--- src/rtl/aes_round_sched.sv ---
// AES-128 encrypt round sequencer.
// Takes a block request, runs key expansion when the cached key is missing or
// replaced, then steps the round datapath through the initial AddRoundKey and
// rounds 1..NUM_ROUNDS before presenting the result on a valid/ready handshake.
module aes_round_sched #(
   parameter int NUM_ROUNDS = 10,
   parameter int KE_TIMEOUT = 31
) (
   input  logic         clk,
   input  logic         reset,
   input  logic         in_valid,
   output logic         in_ready,
   input  logic         in_new_key,
   input  logic [127:0] in_key,
   output logic         ke_en,
   output logic [127:0] ke_key,
   input  logic         ke_done,
   output logic [3:0]   round,
   output logic         dp_load,
   output logic         dp_init,
   output logic         dp_step,
   output logic         dp_final,
   output logic         out_valid,
   input  logic         out_ready,
   output logic         busy,
   output logic         key_err
);

   localparam int CW = $clog2(KE_TIMEOUT + 1);

   localparam logic [2:0] S_IDLE = 3'd0;
   localparam logic [2:0] S_KEXP = 3'd1;
   localparam logic [2:0] S_INIT = 3'd2;
   localparam logic [2:0] S_RUN  = 3'd3;
   localparam logic [2:0] S_DONE = 3'd4;

   logic [2:0]    state;
   logic          key_valid;
   logic          key_err_q;
   logic [127:0]  ke_key_q;
   logic [3:0]    round_q;
   logic [CW-1:0] cnt;
   logic [CW-1:0] cnt_nxt;
   logic          last_round;

   // cnt holds the number of KEXP cycles already completed, so cnt_nxt is the
   // count including the current one; abort when that reaches the limit.
   assign cnt_nxt    = cnt + 1'b1;
   assign last_round = (round_q == 4'(NUM_ROUNDS));

   // Sequencer state, key cache and round counter.
   always_ff @(posedge clk) begin
      if (reset) begin
         state     <= S_IDLE;
         key_valid <= 1'b0;
         key_err_q <= 1'b0;
         ke_key_q  <= '0;
         round_q   <= '0;
         cnt       <= '0;
      end else begin
         case (state)
            S_IDLE: begin
               if (in_valid) begin
                  if (in_new_key || !key_valid) begin
                     ke_key_q  <= in_key;
                     key_valid <= 1'b0;
                     key_err_q <= 1'b0;
                     cnt       <= '0;
                     state     <= S_KEXP;
                  end else begin
                     state <= S_INIT;
                  end
               end
            end
            S_KEXP: begin
               cnt <= cnt_nxt;
               // A completion on the final allowed cycle still counts as success.
               if (ke_done) begin
                  key_valid <= 1'b1;
                  state     <= S_INIT;
               end else if (cnt_nxt == CW'(KE_TIMEOUT)) begin
                  key_err_q <= 1'b1;
                  state     <= S_IDLE;
               end
            end
            S_INIT: begin
               round_q <= 4'd1;
               state   <= S_RUN;
            end
            S_RUN: begin
               if (last_round) begin
                  round_q <= '0;
                  state   <= S_DONE;
               end else begin
                  round_q <= round_q + 4'd1;
               end
            end
            S_DONE: begin
               if (out_ready) state <= S_IDLE;
            end
            default: state <= S_IDLE;
         endcase
      end
   end

   // Decoded outputs; everything is forced low while reset is held.
   always_comb begin
      in_ready  = 1'b0;
      dp_load   = 1'b0;
      ke_en     = 1'b0;
      dp_init   = 1'b0;
      dp_step   = 1'b0;
      dp_final  = 1'b0;
      out_valid = 1'b0;
      round     = '0;
      busy      = 1'b0;
      key_err   = 1'b0;
      ke_key    = '0;
      if (!reset) begin
         in_ready  = (state == S_IDLE);
         dp_load   = (state == S_IDLE) && in_valid;
         ke_en     = (state == S_KEXP);
         dp_init   = (state == S_INIT);
         dp_step   = (state == S_RUN);
         dp_final  = (state == S_RUN) && last_round;
         out_valid = (state == S_DONE);
         round     = (state == S_RUN) ? round_q : 4'd0;
         busy      = (state != S_IDLE);
         key_err   = key_err_q;
         ke_key    = ke_key_q;
      end
   end

endmodule

--- config.mk ---
export PLATFORM = sky130hd
export DESIGN_NAME = aes_round_sched
export DESIGN_NICKNAME = d
export VERILOG_FILES = /design/src/rtl/aes_round_sched.sv
export SDC_FILE = /design/constraint.sdc
export NUM_CORES = 1
export LEC_CHECK = 0
export CAP_MARGIN = 30
export CORE_MARGIN = 1
export CORE_UTILIZATION = 42
export DETAILED_ROUTE_END_ITERATION = 8
export MAX_ROUTING_LAYER = met4
export PLACE_DENSITY = 0.86
export SLEW_MARGIN = 20
export SYNTH_ARGS = -nofsm -noshare
export SYNTH_HDL_FRONTEND = slang
export SYNTH_SLANG_ARGS = --single-unit
--- constraint.sdc ---
create_clock -name clk -period 1.85 [get_ports clk]
set_clock_uncertainty 0.2 [all_clocks]
set_input_delay 0.37 -clock clk [delete_from_list [all_inputs] [get_ports clk]]
set_output_delay 0.37 -clock clk [all_outputs]
set_load 0.02 [all_outputs]
==> metrics.csv, run 1 <==
metric,value,unit
synth_ff_type,dfxtp_1,
yosysMostFrequentCell,nand2_1,
fp.dieH,123,um
vias,6600,
drt-vias-per-instance,5.02,
seqPwrFrac,31.1,%
io_pins,275,
synth_common_cells,"nand2_1 (262), dfxtp_1 (142), a21oi_1 (137)",
power_frac_comb,38.8,%
antenna_found_initial,0,
setup_slack,-0.249,ns
synth_top_area_cell,dfxtp_1,
pwr-share-clk,30.0,%
clk_pin_slew_worst_paths,0.06,ns
gp_congestion,0.792,
rows,43,
n_antenna_cell,0,
synthToLayoutAreaGrowth,72.3,%
cp-end-kind,primary output,
drt_iter0_markers,348,
finalCriticalPeriod,2.10,ns
slew_headroom,76.3,%
first_pass_iters,5,
dpl.hpwl,12800,um
crit_path_start_kind,flop,
ys_types,38,
power,12.7,mW
grt_pass1_wl,28500,um
gr-total-overflow,0,
cts_sinks,142,
power.internal,8.54,mW
die_x,123,um
hp-class,input port to flop,
remaining_drc_errors,0,
maxSlewViolCount,0,
cts_tree,done,
synth_seq_cells,142,
timing_hold_violations_final,0,
cts_max_level,4,
start_util,43.6,%
crit_type,flop to primary output,
drtAntennaViolNets,0,
fmax,0.476,GHz
fin_nets,1260,
rsz0062_at_grt,true,
syn-mean-instance-area,7.55,um2
avgRoutedWirePerCell,15.4,um
cts_root_buffer,clkbuf_16,
worst_slew_pin_slew,0.355,ns
synth_nets,949,
setup_viol,15,
grt_pass1_vias,6040,
fp.dieArea,15100,um2
tns,-1.94,ns
hold_buffers,0,
syn_area,6120,um2
synth-edff-count,0,
max_cap_violations,0,
synth_area_leaders,"dfxtp_1 (46%), nand2_1 (16%), nor2b_1 (13%), a21oi_1 (11%), clkbuf_1 (2.8%)",
drive_above_1_share,18.6,%
grt_max_degree,49,
swShare,32.8,%
yosys_warnings,0,
crit_path_max_fanout,5,
yosysSeqAreaShare,46.5,%
peakVddDrop,0.755,mV
status,finished with violations,
p_leak,4.37,nW
synth_cells,811,
clockBufferDepth,2,
min_period_over_period,113,%
p_switching,4.17,mW
globalRouteTotalUtil,25.1,%
port_buffers,274,
failed_checks,setup timing,
core,14000,um2
synthDominantCellAreaShare,46.5,%
async_flop_share,0,%
clk_latency,0.41,ns
cp.arrival,1.53,ns
fin_hold_ws,0.235,ns
cts_buffers,17,
totalWireLength,20200,um
powerDensity,1210,nW/um2
required,1.28,ns
final cells by class:
cell class                      count  area [um2]
Tap cell                          180         225
Clock buffer                       21         480
Multi-Input combinational cell    602        3220
Fill cell                        1027        3500
Sequential cell                   142        2860
Timing Repair Buffer              354        3560
Clock inverter                     10         184
Inverter                            5        18.8
power groups by stage:
stage / clock network [mW] / logic (mW) / registers, mW
after floorplan: 0 / 2.38 / 3.89
after global placement: 0 / 4.01 / 3.97
after detailed placement: 0 / 4.09 / 3.99
after CTS: 3.86 / 4.12 / 3.95
after global routing: 3.99 / 5.35 / 4.02
final: 3.82 / 4.93 / 3.96
worst max-delay path: stages, from the launching register on:
cell	delay [ns]
dfxtp_2	0.34
nand3b_1	0.30
buf_6	0.21
nor3_4	0.13
buf_6	0.14
placed cells by master, fill, tap and decap left out, types with 4 or more instances in the layout:
cell type        Yosys  routed
nor2_1              12      10
inv_1                5       5
nor2b_1            129     129
buf_12               0      18
dfxtp_2              0       4
clkdlybuf4s15_1      0      32
dfxtp_1            142     136
buf_4                0      54
nand2_1            262     260
nor3_1              10       6
dlygate4sd2_1        0      62
clkdlybuf4s50_1      0     132
a21oi_1            137     114
bufinv_16            0       5
clkdlybuf4s15_2      0      17
nand3_1              5       4
and2_1               5       4
a21oi_2              0      23
buf_6                0      14
clkbuf_8             0       4
clkbuf_2             0      18
clkbuf_16            0      24
through the flow:
step	cell area [um2]	std cells	util [%]	worst slack, ns
final	10500	1314	75.1	-0.249
after global routing	10500	1314	75.1	-0.322
after CTS	10100	1293	72.2	-0.251
after detailed placement	9450	1260	67.3	-0.327
after global placement	9450	1260	67.3	-0.314
after floorplan	6150	811	-	-0.184
logic make-up after synthesis:
| logic type | after synthesis | share of synthesized area (%) |
|---|---|---|
| buffers and inverters | 68 | 4.54 |
| multiplexers | 2 | 0.327 |
| AND/OR/NAND/NOR | 436 | 33.3 |
| flip-flops | 142 | 46.5 |
| adder cells (fa/ha/maj) | 4 | 0.818 |
| AO/OA/AOI/OAI | 159 | 14.6 |
routing by layer:
layer / track usage (%) / wire [um]
met2: 42.9 / 10200
met5: - / 0
met3: 6.13 / 1630
met4: 9.07 / 316
met1: 28.4 / 8020
registers in the layout, summed over array words and instances, names as in the netlist:
signal     cells
cnt            5
key_err_q      1
key_valid      1
round_q        4
state          3
ke_key_q     128
path summary, 6_finish.rpt:
check                      from            end  slack (ns)  cells after the start
hold / removal            reset   ke_key_q[36]        0.23                      3
setup reg to reg       state[2]  ke_key_q[120]       -0.03                      8
hold reg to reg   ke_key_q[121]  ke_key_q[121]        0.24                      2
setup / recovery       state[2]       round[0]       -0.25                      4
repair_timing:
action | in CTS | in global routing
setup endpoints to repair | 260 | 140
gates cloned | 1 | 10
setup buffers | 1 | 12
gates resized for setup | 279 | 82
pin swaps | 6 | 6
(Power assumes the default switching activity.)
==> inputs of run 2 (changes only) <==
GPL_TIMING_DRIVEN = 0   (was not set)
==> run 2 against run 1 <==
The run still ends with setup timing left; sequential power is 4% higher; hold slack improved by 0.019 ns; final cell count rose by 2.2%; maximum frequency down 2.9%; sequential share of layout area fell by 2.8 points; die area unchanged; non-clock buffer count grew 29; critical path depth unchanged; largest cell class is now multi-input gates; largest power group unchanged; highest routed layer unchanged.
==> metrics.csv, run 2 (synthesis results as in run 1) <==
metric,value,unit,change
drive_above_1_share,40.9,%,+22 points
cts_max_level,4,,unchanged
hp-class,flop to flop,,
fmax,0.462,GHz,-2.9%
timing_hold_violations_final,0,,unchanged
layout_common_cells,"nand2_1 (161), dfxtp_1 (134), clkdlybuf4s50_1 (132)",,
status,finished with violations,,
power_frac_comb,47.4,%,+8.6 points
cts_sinks,142,,unchanged
gr-total-overflow,0,,unchanged
clk_pin_slew_worst_paths,0.06,ns,about the same
avgRoutedWirePerCell,20.4,um,+33%
largest_reg_flops,128,,unchanged
crit_path_start_kind,flop,,
peakVddDrop,0.997,mV,+32%
remaining_drc_errors,0,,unchanged
slew_headroom,47.8,%,-28 points
dpl.hpwl,14400,um,+13%
clockBufferDepth,2,,unchanged
setup_viol,150,,+135
start_util,43.6,%,unchanged
io_pins,275,,unchanged
cp-end-kind,primary output,,
crit_path_max_fanout,6,,+1
cp_num_buf_inv,1,,-1
cts_root_buffer,clkbuf_16,,
clk_latency,0.42,ns,about the same
finalCriticalPeriod,2.16,ns,+0.0635 ns
rsz0062_at_grt,true,,
core,14000,um2,unchanged
grt_max_degree,20,,-59%
failed_checks,setup timing,,
crit_type,flop to primary output,,
cts_buffers,17,,unchanged
required,1.28,ns,about the same
crit_family,simple AND/OR/NAND/NOR gates,,
grt_pass1_vias,6222,,+3.0%
synthToLayoutAreaGrowth,92.7,%,
grt_pass1_wl,30600,um,+7.4%
max_cap_violations,0,,unchanged
vias,7268,,+10%
cp.arrival,1.59,ns,+0.06 ns
cts_tree,done,,
pwr-share-clk,24.8,%,-5.2 points
fp.dieH,123,um,unchanged
p_switching,5.30,mW,+27%
rows,43,,unchanged
antenna_found_initial,0,,unchanged
tns,-15.53,ns,-13.59 ns
drt_iter0_markers,426,,+22%
totalWireLength,27400,um,+36%
critPathSlowestCell,dfxtp_4,,
fin_nets,1288,,+2.2%
gp_congestion,0.852,,+7.6%
reg_top3,"ke_key_q x128, cnt x5, round_q x4",,
n_antenna_cell,0,,unchanged
drtAntennaViolNets,0,,unchanged
final_common_cell,nand2_1,,
reg2reg_slack,-0.17,ns,-0.14 ns
regMostFlops,ke_key_q,,
globalRouteTotalUtil,27.5,%,+2.4 points
worst_slew_pin_slew,0.782,ns,+0.427 ns
fp.dieArea,15100,um2,unchanged
crit_chain,nand3b_1 -> nor2_2 -> and2_1 -> buf_6,,
drt-vias-per-instance,5.41,,+7.7%
min_period_over_period,117,%,+3.4 points
setup_slack,-0.313,ns,-0.0635 ns
p_leak,4.97,nW,+14%
die_x,123,um,unchanged
hold_buffers,0,,unchanged
powerDensity,1260,nW/um2,+4.5%
first_pass_iters,5,,unchanged
maxSlewViolCount,0,,unchanged
seqPwrFrac,27.8,%,-3.3 points
power.internal,9.56,mW,+12%
swShare,35.7,%,+2.9 points
port_buffers,273,,-0.36%
fin_hold_ws,0.254,ns,+0.0189 ns
slowest_delay,0.36,ns,+0.02 ns
[run 2: final cells by class]
type / count / area, um2
plain buffers: 62 / 704
clock buffers: 22 / 474
clock inverters: 10 / 160
well taps: 180 / 225
fillers: 760 / 2250
inverters: 5 / 18.8
flip-flops and latches: 142 / 2860
repair buffers: 321 / 3200
multi-input cells: 601 / 4150
[run 2: power groups by stage]
stage / Combinational (mW) / Clock (mW) / Sequential [mW]
after floorplan: 2.38 / 0 / 3.89
after CTS: 3.83 / 3.70 / 3.93
final: 7.05 / 3.69 / 4.13
after detailed placement: 3.82 / 0 / 3.97
after global placement: 3.75 / 0 / 3.94
after global routing: 7.36 / 3.84 / 4.18
[run 2: metrics by stage]
stage	std cells	util [%]	power (mW)	area, um2	worst slack [ns]
6_report	1343	84.0	14.9	11800	-0.313
5_1_grt	1343	84.0	15.4	11800	-0.383
4_1_cts	1309	68.5	11.5	9620	-0.256
3_5_place_dp	1264	64.8	7.79	9100	-1.39
3_3_place_gp	1264	64.8	7.69	9100	-1.36
2_1_floorplan	811	-	6.27	6150	-0.184
[run 2: routing by layer]
layer	track usage (%)	wire [um]
met2	48.2	14200
met4	12.0	1130
met1	28.7	9710
met3	7.81	2320
met5	-	0
[run 2: final timing paths]
| check | startpoint | to | cells past startpoint |
|---|---|---|---|
| setup / recovery | state[2] | round[2] | 4 |
| hold / removal | ke_key_q[25] | ke_key_q[25] | 2 |
| setup reg to reg | state[0] | ke_key_q[52] | 8 |
| hold reg to reg | ke_key_q[25] | ke_key_q[25] | 2 |
[run 2: what timing repair did]
item	4_1_cts	5_1_grt
resized for setup	537	529
gates cloned	0	26
endpoints found under the setup margin	266	189
pin swaps	8	124
setup buffers	14	11
[run 2: worst min-delay path, cell delays in order, from the launching register on]
cell     delay [ns]
dfxtp_1        0.30
nand2_1        0.05
a21oi_1        0.05
==> inputs of run 3 (changes only) <==
CAP_MARGIN = 0   (was 30)
==> results of run 3 <==
Same layout as run 2: the final DEF is identical, and so are final timing and power.
